--- config.mk ---
export PLATFORM = sky130hd
export DESIGN_NAME = cpu_irq_ctrl
export DESIGN_NICKNAME = d
export VERILOG_FILES = /design/src/rtl/cpu_irq_ctrl.sv
export SDC_FILE = /design/constraint.sdc
export NUM_CORES = 1
export LEC_CHECK = 0
export CORE_MARGIN = 4
export CORE_UTILIZATION = 42
export DETAILED_ROUTE_END_ITERATION = 16
export PLACE_DENSITY_LB_ADDON = 0.25
export SLEW_MARGIN = 20
export SYNTH_ARGS = -nofsm -noshare
export SYNTH_HDL_FRONTEND = slang
export SYNTH_SLANG_ARGS = --single-unit
--- constraint.sdc ---
create_clock -name clock -period 1.5 [get_ports clock]
set_input_delay 0.3 -clock clock [delete_from_list [all_inputs] [get_ports clock]]
set_output_delay 0.3 -clock clock [all_outputs]
set_load 0.05 [all_outputs]
--- src/rtl/cpu_irq_ctrl.sv ---
// Prioritised external interrupt controller with req/ack/eoi handshake to the exception unit.
// Optional rotating priority is built when IRQ_ROUND_ROBIN_EN is defined.
module cpu_irq_ctrl #(
  parameter int          NUM_IRQ    = 8,
  parameter logic [7:0]  CAUSE_BASE = 8'h80
) (
  input  logic               clock,
  input  logic               reset_n,
  input  logic [NUM_IRQ-1:0] irq_in,
  input  logic               cfg_write,
  input  logic               cfg_read,
  input  logic [2:0]         cfg_addr,
  input  logic [31:0]        cfg_wdata,
  output logic [31:0]        cfg_rdata,
  output logic               irq_req,
  output logic [7:0]         irq_cause,
  input  logic               irq_ack,
  input  logic               irq_eoi,
  output logic               in_service
);

  typedef enum logic [1:0] {IDLE = 2'd0, REQ = 2'd1, SERVICE = 2'd2} stateT;

  stateT              state_q;
  logic [NUM_IRQ-1:0] sync1_q, sync2_q, prev_q;
  logic [NUM_IRQ-1:0] pending_q, pending_d;
  logic [NUM_IRQ-1:0] enable_q, edge_q;
  logic               ctrl_q;
  logic [3:0]         irqId_q;
  logic               irqReq_q, inService_q;
  logic [7:0]         cause_q;
  logic [31:0]        rdata_q, rdata_d;

  logic [NUM_IRQ-1:0] trigger, clearMask, candidates;
  logic [3:0]         winId;
  logic               unusedWdata;

  assign unusedWdata = ^cfg_wdata[31:NUM_IRQ];

  assign trigger    = sync2_q & (~edge_q | ~prev_q);
  assign candidates = pending_q & enable_q & {NUM_IRQ{ctrl_q}};

  always_comb begin
    clearMask = '0;
    if (cfg_write && cfg_addr == 3'd3)
      clearMask = cfg_wdata[NUM_IRQ-1:0];
    for (int i = 0; i < NUM_IRQ; i++)
      if (state_q == REQ && irq_ack && edge_q[i] && irqId_q == 4'(i))
        clearMask[i] = 1'b1;
    // Set wins over clear, so a level line still asserted stays pending.
    pending_d = (pending_q & ~clearMask) | trigger;
  end

`ifdef IRQ_ROUND_ROBIN_EN
  logic [3:0] lastId_q;
  logic [3:0] hiId;
  logic       hiFound;

  // Lowest candidate above lastId_q wins; otherwise wrap to the lowest overall.
  always_comb begin
    winId   = '0;
    hiId    = '0;
    hiFound = 1'b0;
    for (int i = NUM_IRQ-1; i >= 0; i--) begin
      if (candidates[i]) winId = 4'(i);
      if (candidates[i] && 4'(i) > lastId_q) begin
        hiId    = 4'(i);
        hiFound = 1'b1;
      end
    end
    if (hiFound) winId = hiId;
  end
`else
  always_comb begin
    winId = '0;
    for (int i = NUM_IRQ-1; i >= 0; i--)
      if (candidates[i]) winId = 4'(i);
  end
`endif

  always_comb begin
    rdata_d = rdata_q;
    if (cfg_read) begin
      case (cfg_addr)
        3'd0:    rdata_d = {31'b0, ctrl_q};
        3'd1:    rdata_d = 32'(enable_q);
        3'd2:    rdata_d = 32'(edge_q);
        3'd3:    rdata_d = 32'(pending_q);
        3'd4:    rdata_d = {20'b0, irqId_q, 6'b0, state_q};
        3'd5:    rdata_d = 32'(sync2_q);
        default: rdata_d = '0;
      endcase
    end
  end

  always_ff @(posedge clock or negedge reset_n) begin
    if (!reset_n) begin
      sync1_q   <= '0;
      sync2_q   <= '0;
      prev_q    <= '0;
      pending_q <= '0;
      enable_q  <= '0;
      edge_q    <= '0;
      ctrl_q    <= 1'b0;
      rdata_q   <= '0;
    end else begin
      sync1_q   <= irq_in;
      sync2_q   <= sync1_q;
      prev_q    <= sync2_q;
      pending_q <= pending_d;
      rdata_q   <= rdata_d;
      if (cfg_write) begin
        case (cfg_addr)
          3'd0:    ctrl_q   <= cfg_wdata[0];
          3'd1:    enable_q <= cfg_wdata[NUM_IRQ-1:0];
          3'd2:    edge_q   <= cfg_wdata[NUM_IRQ-1:0];
          default: ;
        endcase
      end
    end
  end

  // Handshake FSM; request and cause stay frozen in REQ whatever the config does.
  always_ff @(posedge clock or negedge reset_n) begin
    if (!reset_n) begin
      state_q     <= IDLE;
      irqId_q     <= '0;
      irqReq_q    <= 1'b0;
      cause_q     <= '0;
      inService_q <= 1'b0;
`ifdef IRQ_ROUND_ROBIN_EN
      lastId_q    <= 4'(NUM_IRQ-1);
`endif
    end else begin
      case (state_q)
        IDLE: begin
          if (candidates != '0) begin
            state_q  <= REQ;
            irqId_q  <= winId;
            irqReq_q <= 1'b1;
            cause_q  <= CAUSE_BASE + {4'b0, winId};
          end
        end
        REQ: begin
          if (irq_ack) begin
            state_q     <= SERVICE;
            irqReq_q    <= 1'b0;
            inService_q <= 1'b1;
`ifdef IRQ_ROUND_ROBIN_EN
            lastId_q    <= irqId_q;
`endif
          end
        end
        SERVICE: begin
          if (irq_eoi) begin
            state_q     <= IDLE;
            inService_q <= 1'b0;
          end
        end
        default: state_q <= IDLE;
      endcase
    end
  end

  assign cfg_rdata  = rdata_q;
  assign irq_req    = irqReq_q;
  assign irq_cause  = cause_q;
  assign in_service = inService_q;

endmodule

Word-level counts from Yosys, hierarchy flattened --
Cells that the tools add are included.
Storage, ports and cells: flip-flop bits (word level) 97, input port bits 49, logic and storage cells 99
Operators by class: add/subtract/negate cells 1, equality and inequality tests 17, mux-type cells 28, bitwise operators 9, reductions and logical operators 31
Operator list (number):
- 12-bit case mux with 6 select lines | 1
- 8-bit bitwise AND | 4
- 4-bit 2-to-1 mux | 7
- 8-bit inverter | 3
- 1-bit logical AND | 18
- 4-bit by 3-bit equality test with 1-bit output, second input constant | 4
- 8-bit bitwise OR | 2
- 1-bit 2-to-1 mux | 12
- 3-bit AND reduction | 3
- 8-bit by 4-bit adder with 8-bit output, first input constant | 1
- 4-bit by 2-bit equality test with 1-bit output, second input constant | 2
- 8-bit 2-to-1 mux | 1
- 2-bit AND reduction | 4
- 8-bit nonzero test | 1
- 3-bit by 2-bit equality test with 1-bit output, second input constant | 2
- 3-bit equality test, second input constant | 2
- 2-bit 2-to-1 mux | 3
- 2-bit inequality test, second input constant | 3
- 2-bit case mux with 3 select lines | 1
- 4-bit by 1-bit equality test with 1-bit output, second input constant | 1
- 4-bit zero test | 1
- 1-bit case mux with 2 select lines | 2
- 2-bit nonzero test | 2
- 3-bit by 1-bit equality test with 1-bit output, second input constant | 1
- other kinds (5) | 5

Longest topological paths before layout --
Gate-level depths: netlist (run 1).
depth after elaboration 11, mapped depth 5, mapped depth without buffers 4

Least setup slack after synthesis (run 1) --
No wires, ideal clock.
kind register to register, start point register irqId_q[1], end point register pending_q[7], library setup time 122 ps, data arrival time 1304 ps, data required time 1378 ps, slack 75 ps, stages on the path, launching flop included 4, path buffers 0, period minus slack after synthesis 1425 ps, cell sequence dfrtp_1 > and3_1 > nand4_1 > a32o_1
On the way: cells in the longest elaborated chain, start to end 6
RTL lines:
- from (decl) | line 29 | logic [3:0] irqId_q;
- from (signal assigned) | line 139 | irqId_q <= winId;
- 4-bit by 3-bit equality test with 1-bit output | line 48 | if (state_q == REQ && irq_ack && edge_q[i] && irqId_q == 4'(i))
- 1-bit logical AND | line 48
- 1-bit 2-to-1 mux | line 48
- 8-bit inverter | line 51 | pending_d = (pending_q & ~clearMask) | trigger;
- 8-bit bitwise AND | line 51
- 8-bit bitwise OR | line 51
- via pending_d[7] | line 26 | logic [NUM_IRQ-1:0] pending_q, pending_d;
- to (signal assigned) | line 110 | pending_q <= pending_d;
- to (decl) | line 26
The timed path passes the listed nets, and every way through them passes these cells. A chain may end at the register's enable or synchronous reset.

Worst setup path in the final report (run 1) --
start point register enable_q[0], end point register irqId_q[0]
On the way: cells in the longest elaborated chain, start to end 4, elaborated cells on any way between the ends 5
RTL lines:
- from (decl) | line 27 | logic [NUM_IRQ-1:0] enable_q, edge_q;
- from (signal assigned) | line 115 | 3'd1: enable_q <= cfg_wdata[NUM_IRQ-1:0];
- 8-bit bitwise AND * (2 in a row) | line 41 | assign candidates = pending_q & enable_q & {NUM_IRQ{ctrl_q}};
- 8-bit nonzero test | line 137 | if (candidates != '0) begin
- 2-bit AND reduction (no line)
Every way passes the cells marked *; elsewhere a longest branch is shown, timed or not.

==> results.json, run 1 <==
{
  "status": "finished clean",
  "ys_ff_latch": 68,
  "hold_end": "sync2_q[0]",
  "synth_top_cell_by_area": "dfrtp_1",
  "synth.area.mux_share": 0.128,
  "ys.flop_type": "dfrtp_1",
  "stdcell_count": 436,
  "min_period_over_period": 0.978,
  "synth_compound_area_frac": 0.126,
  "drc": 0,
  "dp_hpwl_microns": 4930,
  "cts_tree": "done",
  "ios": 91,
  "synth-xor-area-share": 0,
  "firstDrtPassIters": 4,
  "critPathSlowestCell": "dfrtp_1",
  "hp-class": "reg2reg",
  "root_buffer": "clkbuf_8",
  "antenna_found_initial": 0,
  "vias": 2201,
  "yosysWarnings": 0,
  "r2r_slack_ns": 0.03,
  "timing.rr.start": "enable_q[0]",
  "antennaDiodeCount": 0,
  "grtUsageTotal": 0.165,
  "dp_cells": 419,
  "clk_pin_slew_worst_paths_ns": 0.08,
  "die_y_microns": 92.4,
  "use_met1": 0.216,
  "vdd_ir_drop_max_mv": 0.586,
  "async_reset_ff_frac": 1.00,
  "cp_slowest_stage_delay_ns": 0.40,
  "final_cell_mix": "68 x dfrtp_1, 36 x buf_4, 32 x mux2_2",
  "first_global_vias": 2124,
  "grt_start_max_net_pins": 69,
  "final_common_cell": "dfrtp_1",
  "cp_cell_sequence": "a22oi_1 > a41oi_1 > nand2_1 > mux2_2",
  "worst_ep_arrival_time_ns": 1.70,
  "path_delay_family": "compound AO/OA/AOI/OAI gates",
  "yosysTopAreaCellShare": 0.568,
  "synth_area_per_cell_sq_um": 11.9,
  "setup_viol": 0,
  "via_per_inst": 5.05,
  "htree_levels": 3,
  "core_area_sq_mm": 0.00687,
  "synthAdderAreaFrac": 0,
  "synth_top_family_by_area": "multiplexers",
  "worstPathMaxFanout": 2,
  "dieArea_sq_mm": 0.00854,
  "port_buffers": 41,
  "wl_per_cell_microns": 15.3,
  "numCtsBuffers": 9,
  "ys_seq_area_frac": 0.568,
  "hold_depth": 0,
  "max_cap_violations": 0,
  "drt_iter0_drc": 133,
  "gr-total-overflow": 0,
  "worstHoldStart": "sync1_q[0]",
  "cp.required_ns": 1.73,
  "start_kind": "flop",
  "max_freq_mhz": 681,
  "synth_edf_count": 0,
  "maxSlewViolCount": 0,
  "layout.nets": 384,
  "crit_buf_inv": 0,
  "setup.worst_path.end_class": "flop",
  "reg2reg_to": "irqId_q[0]",
  "area_growth_pct": 37.3,
  "gp_congestion": 0.869,
  "start_util": 0.436,
  "synthSimpleGateAreaFrac": 0.0882,
  "clkLatencyLatePin_ns": 0.34,
  "setup_slack_ns": 0.0323,
  "grt_util_met2": 0.249,
  "die_w_microns": 92.4,
  "fin_skew_ns": 0.0102,
  "syn_inst": 252,
  "ant_nets": 0,
  "clock_tree.buffer_depth": 2,
  "period_needed_ns": 1.47,
  "crit_type": "reg2reg",
  "place_ws_ns": -0.421,
  "grt.busiest_layer": "met2",
  "reg2reg_depth": 4,
  "rows": 30,
  "clock_sinks": 68,
  "cellLeakagePower_nw": 1.79,
  "powerDensity_mw_per_mm2": 1470,
  "cp.depth": 4,
  "grt_setup_unrepaired": "yes",
  "grt_pass1_wl_microns": 10800,
  "final_layout_size_suffix_gt1_frac": 0.338,
  "hold_violations": 0,
  "routed_wl_microns": 6680,
  "syn-cell-area_sq_mm": 0.00299,
  "ys_top_cells_by_area": "dfrtp_1 57%, mux2_2 12%, buf_4 6.5%, a22oi_1 3.3%, nand2_1 2.8%",
  "met3_usage": 0.0479,
  "ys_types": 30
}
-- flip-flops by register name, summed over array words and instances, names as in the netlist, 2 cells and up --
| register | count |
|---|---|
| cfg_rdata | 11 |
| edge_q | 8 |
| enable_q | 8 |
| pending_q | 8 |
| prev_q | 8 |
| sync1_q | 8 |
| sync2_q | 8 |
| irqId_q | 2 |
| irq_cause | 2 |
| state_q | 2 |
-- metrics by stage --
step | setup TNS (ns) | utilization | cell area [sq um] | hold slack (ns) | power (mW)
2_1_floorplan | 0 | - | 3080 | 0.00441 | 3.50
3_3_place_gp | -10.94 | 0.563 | 3870 | 0.333 | 4.52
3_5_place_dp | -12.29 | 0.563 | 3870 | 0.336 | 4.55
4_1_cts | 0 | 0.595 | 4090 | 0.353 | 6.08
5_1_grt | -0.0299 | 0.598 | 4110 | 0.359 | 6.36
6_report | 0 | 0.598 | 4110 | 0.351 | 6.04
-- how the worst max path moves through the flow --
stage,from,end,slack (ns)
finish,enable_q[0],irqId_q[0],0.03
global route,enable_q[6],irqId_q[0],-0.03
CTS,enable_q[5],irqId_q[0],0.004
detailed placement,cfg_write,enable_q[1],-0.42
global placement,cfg_addr[0],cfg_rdata[0],-0.40
floorplan,irqId_q[1],pending_q[7],0.07
-- report_power, final --
| part | internal (mW) | leakage, nW | total, mW | switching (mW) |
|---|---|---|---|---|
| combinational | 1.05 | 0.909 | 2.14 | 1.09 |
| sequential | 2.11 | 0.788 | 2.40 | 0.287 |
| clock | 0.775 | 0.0958 | 1.50 | 0.725 |
-- layer usage --
metal	part of all wire	wire, microns	vias to the layer above
met2	0.47	3130	96
met5	0	0	-
met1	0.43	2850	1067
met3	0.080	532	15
li1	-	-	1023
met4	0.025	170	0
-- synth_stat cells, types with 4 or more instances --
library cell  count
dfrtp_1          68
mux2_2           32
buf_4            26
nand2_1          22
a21oi_1          16
nor2_1           16
a22oi_1          13
a22o_1            6
a32oi_1           6
inv_1             6
buf_2             4
nand4_1           4
nor2b_1           4
-- cells by family after synthesis --
kind of cell	after synthesis
and+or+nand+nor	57
buffers and inverters	39
AOI/OAI and AO/OA	54
other	1
DFF	68
muxes	33
-- final cells by class --
class                           instances  area [sq um]
Clock buffer                            9           124
Clock inverter                          7          76.3
Fill cell                             568          2760
Inverter                                6          22.5
Multi-Input combinational cell        169          1150
Sequential cell                        68          1700
Tap cell                               96           120
Timing Repair Buffer                   81           917
-- repair_timing --
action | CTS | global route
hold buffers | 1 | 0
gates cloned | 0 | 0
pin swaps | 0 | 1
resized for setup | 4 | 6
endpoints found under the setup margin | 18 | 8
endpoints found under the hold margin | 68 | 0
setup buffers | 0 | 0
(Power assumes the default switching activity.)
==> inputs of run 2 (changes only) <==
--- a/config.mk
+++ b/config.mk
@@ -8,6 +8,7 @@
 export CORE_MARGIN = 4
 export CORE_UTILIZATION = 42
 export DETAILED_ROUTE_END_ITERATION = 16
+export GPL_TIMING_DRIVEN = 0
 export PLACE_DENSITY_LB_ADDON = 0.25
 export SLEW_MARGIN = 20
 export SYNTH_ARGS = -nofsm -noshare
==> results.json, run 2 (synthesis gave the netlist of run 1 again) <==
{
  "status": "finished clean",
  "firstDrtPassIters": 4,
  "fin_skew_ns": 0.00625,
  "routed_wl_microns": 6670,
  "crit_buf_inv": 1,
  "clock_sinks": 68,
  "hp-class": "reg2reg",
  "period_needed_ns": 1.47,
  "antenna_found_initial": 0,
  "area_growth_pct": 30.1,
  "stdcell_count": 437,
  "dpl-instance-area_sq_mm": 0.00363,
  "powerDensity_mw_per_mm2": 1420,
  "via_per_inst": 4.91,
  "numCtsBuffers": 9,
  "cp_cell_sequence": "clkdlybuf4s15_1",
  "p_sw_frac": 0.352,
  "grt_start_max_net_pins": 39,
  "first_global_vias": 2098,
  "cts_tree": "done",
  "grt_pass1_wl_microns": 10600,
  "final_util": 0.567,
  "gr-total-overflow": 0,
  "core_area_sq_mm": 0.00687,
  "critPathSlowestCell": "clkdlybuf4s15_1",
  "setup_viol": 0,
  "total_power_mw": 5.55,
  "finish.instance_area_sq_mm": 0.00389,
  "cp_slowest_stage_delay_ns": 0.49,
  "die_w_microns": 92.4,
  "dp_hpwl_microns": 4680,
  "clock_tree.buffer_depth": 2,
  "min_period_over_period": 0.978,
  "rows": 30,
  "clk_pin_slew_worst_paths_ns": 0.07,
  "setup.worst_path.end_class": "output pin",
  "cp.required_ns": 1.20,
  "vdd_ir_drop_max_mv": 0.525,
  "p_comb_frac": 0.305,
  "worst_ep_arrival_time_ns": 1.17,
  "max_freq_mhz": 682,
  "whs_ns": 0.348,
  "layout.nets": 386,
  "seqPwrFrac": 0.438,
  "start_kind": "flop",
  "hold_violations": 0,
  "final_cell_mix": "67 x dfrtp_1, 38 x buf_4, 32 x mux2_2",
  "dieArea_sq_mm": 0.00854,
  "vias": 2145,
  "path_delay_family": "buffers and inverters",
  "switchingPower_mw": 1.95,
  "maxSlewViolCount": 0,
  "root_buffer": "clkbuf_8",
  "largest_reg_flops": 11,
  "drt_iter0_drc": 104,
  "worstPathMaxFanout": 2,
  "grtUsageTotal": 0.162,
  "drc": 0,
  "clkLatencyLatePin_ns": 0.33,
  "intPower_mw": 3.59,
  "crit_type": "reg2out",
  "port_buffers": 41,
  "final_layout_size_suffix_gt1_frac": 0.352,
  "start_util": 0.436,
  "max_cap_violations": 0,
  "die_y_microns": 92.4,
  "power.clock.fraction": 0.258,
  "wl_per_cell_microns": 15.3,
  "antennaDiodeCount": 0,
  "cellLeakagePower_nw": 1.72,
  "htree_levels": 3,
  "ant_nets": 0,
  "gp_congestion": 0.836,
  "final_common_cell": "dfrtp_1",
  "dp_cells": 414,
  "ios": 91
}
## run 2: changes by cell type in the layout (fill, tap and decap cells not counted), moves of 3 or more
cell,previous run,this run
buf_12,20,1
clkbuf_1,0,3
clkbuf_2,0,9
clkdlybuf4s15_2,0,4
## run 2: final cells by class
type | count | area [sq um]
tap | 96 | 120
timing repair buffer | 52 | 450
buffer | 31 | 234
clock inverter | 2 | 35.0
clock buffer | 13 | 149
fill | 589 | 2970
multi-input combinational | 169 | 1180
inverter | 6 | 22.5
sequential | 68 | 1700
## run 2: power by group through the flow
stage / clock network [mW] / registers, mW / logic (mW)
after global placement: 0 / 2.42 / 1.58
after global routing: 1.53 / 2.47 / 1.81
final: 1.43 / 2.43 / 1.69
after detailed placement: 0 / 2.43 / 1.61
after CTS: 1.46 / 2.42 / 1.62
after floorplan: 0 / 2.67 / 0.830
## run 2: metrics by stage
stage | worst slack, ns | setup TNS (ns)
after floorplan | 0.0745 | 0
after global placement | -2.14 | -159.44
after detailed placement | -0.485 | -13.93
after CTS | 0.00262 | 0
after global routing | -0.0205 | -0.0205
final | 0.0335 | 0
## run 2: worst paths after layout
kind                              from           end  slack [ns]  depth (start not counted)
min                         sync1_q[7]    sync2_q[7]        0.35                          0
min in group asynchronous      reset_n    sync2_q[1]        0.43                          2
max                            irq_req       irq_req        0.03                          1
max reg2reg                enable_q[6]    irqId_q[0]        0.04                          4
max in group asynchronous      reset_n  irq_cause[2]        0.53                          3
min reg2reg                 sync1_q[7]    sync2_q[7]        0.35                          0
## run 2: what timing repair did
action	4_1_cts	5_1_grt
hold buffers	1	0
pin swaps	0	2
hold endpoints to repair	30	0
gates cloned	0	0
buffers inserted	5	4
endpoints found under the setup margin	50	20
resized for setup	60	18
## run 2: routing by layer
layer	global-route usage	share of wire	vias up
met4	0.0743	0.014	0
met3	0.0390	0.077	9
met1	0.209	0.43	1031
met5	0	0	-
li1	-	-	1024
met2	0.257	0.48	81
## run 2: worst register-to-register path, cell delays in order, from the launching register on
cell     delay, ns
dfrtp_1       0.42
a22oi_2       0.30
a41oi_2       0.19
nand2_2       0.11
mux2_2        0.33
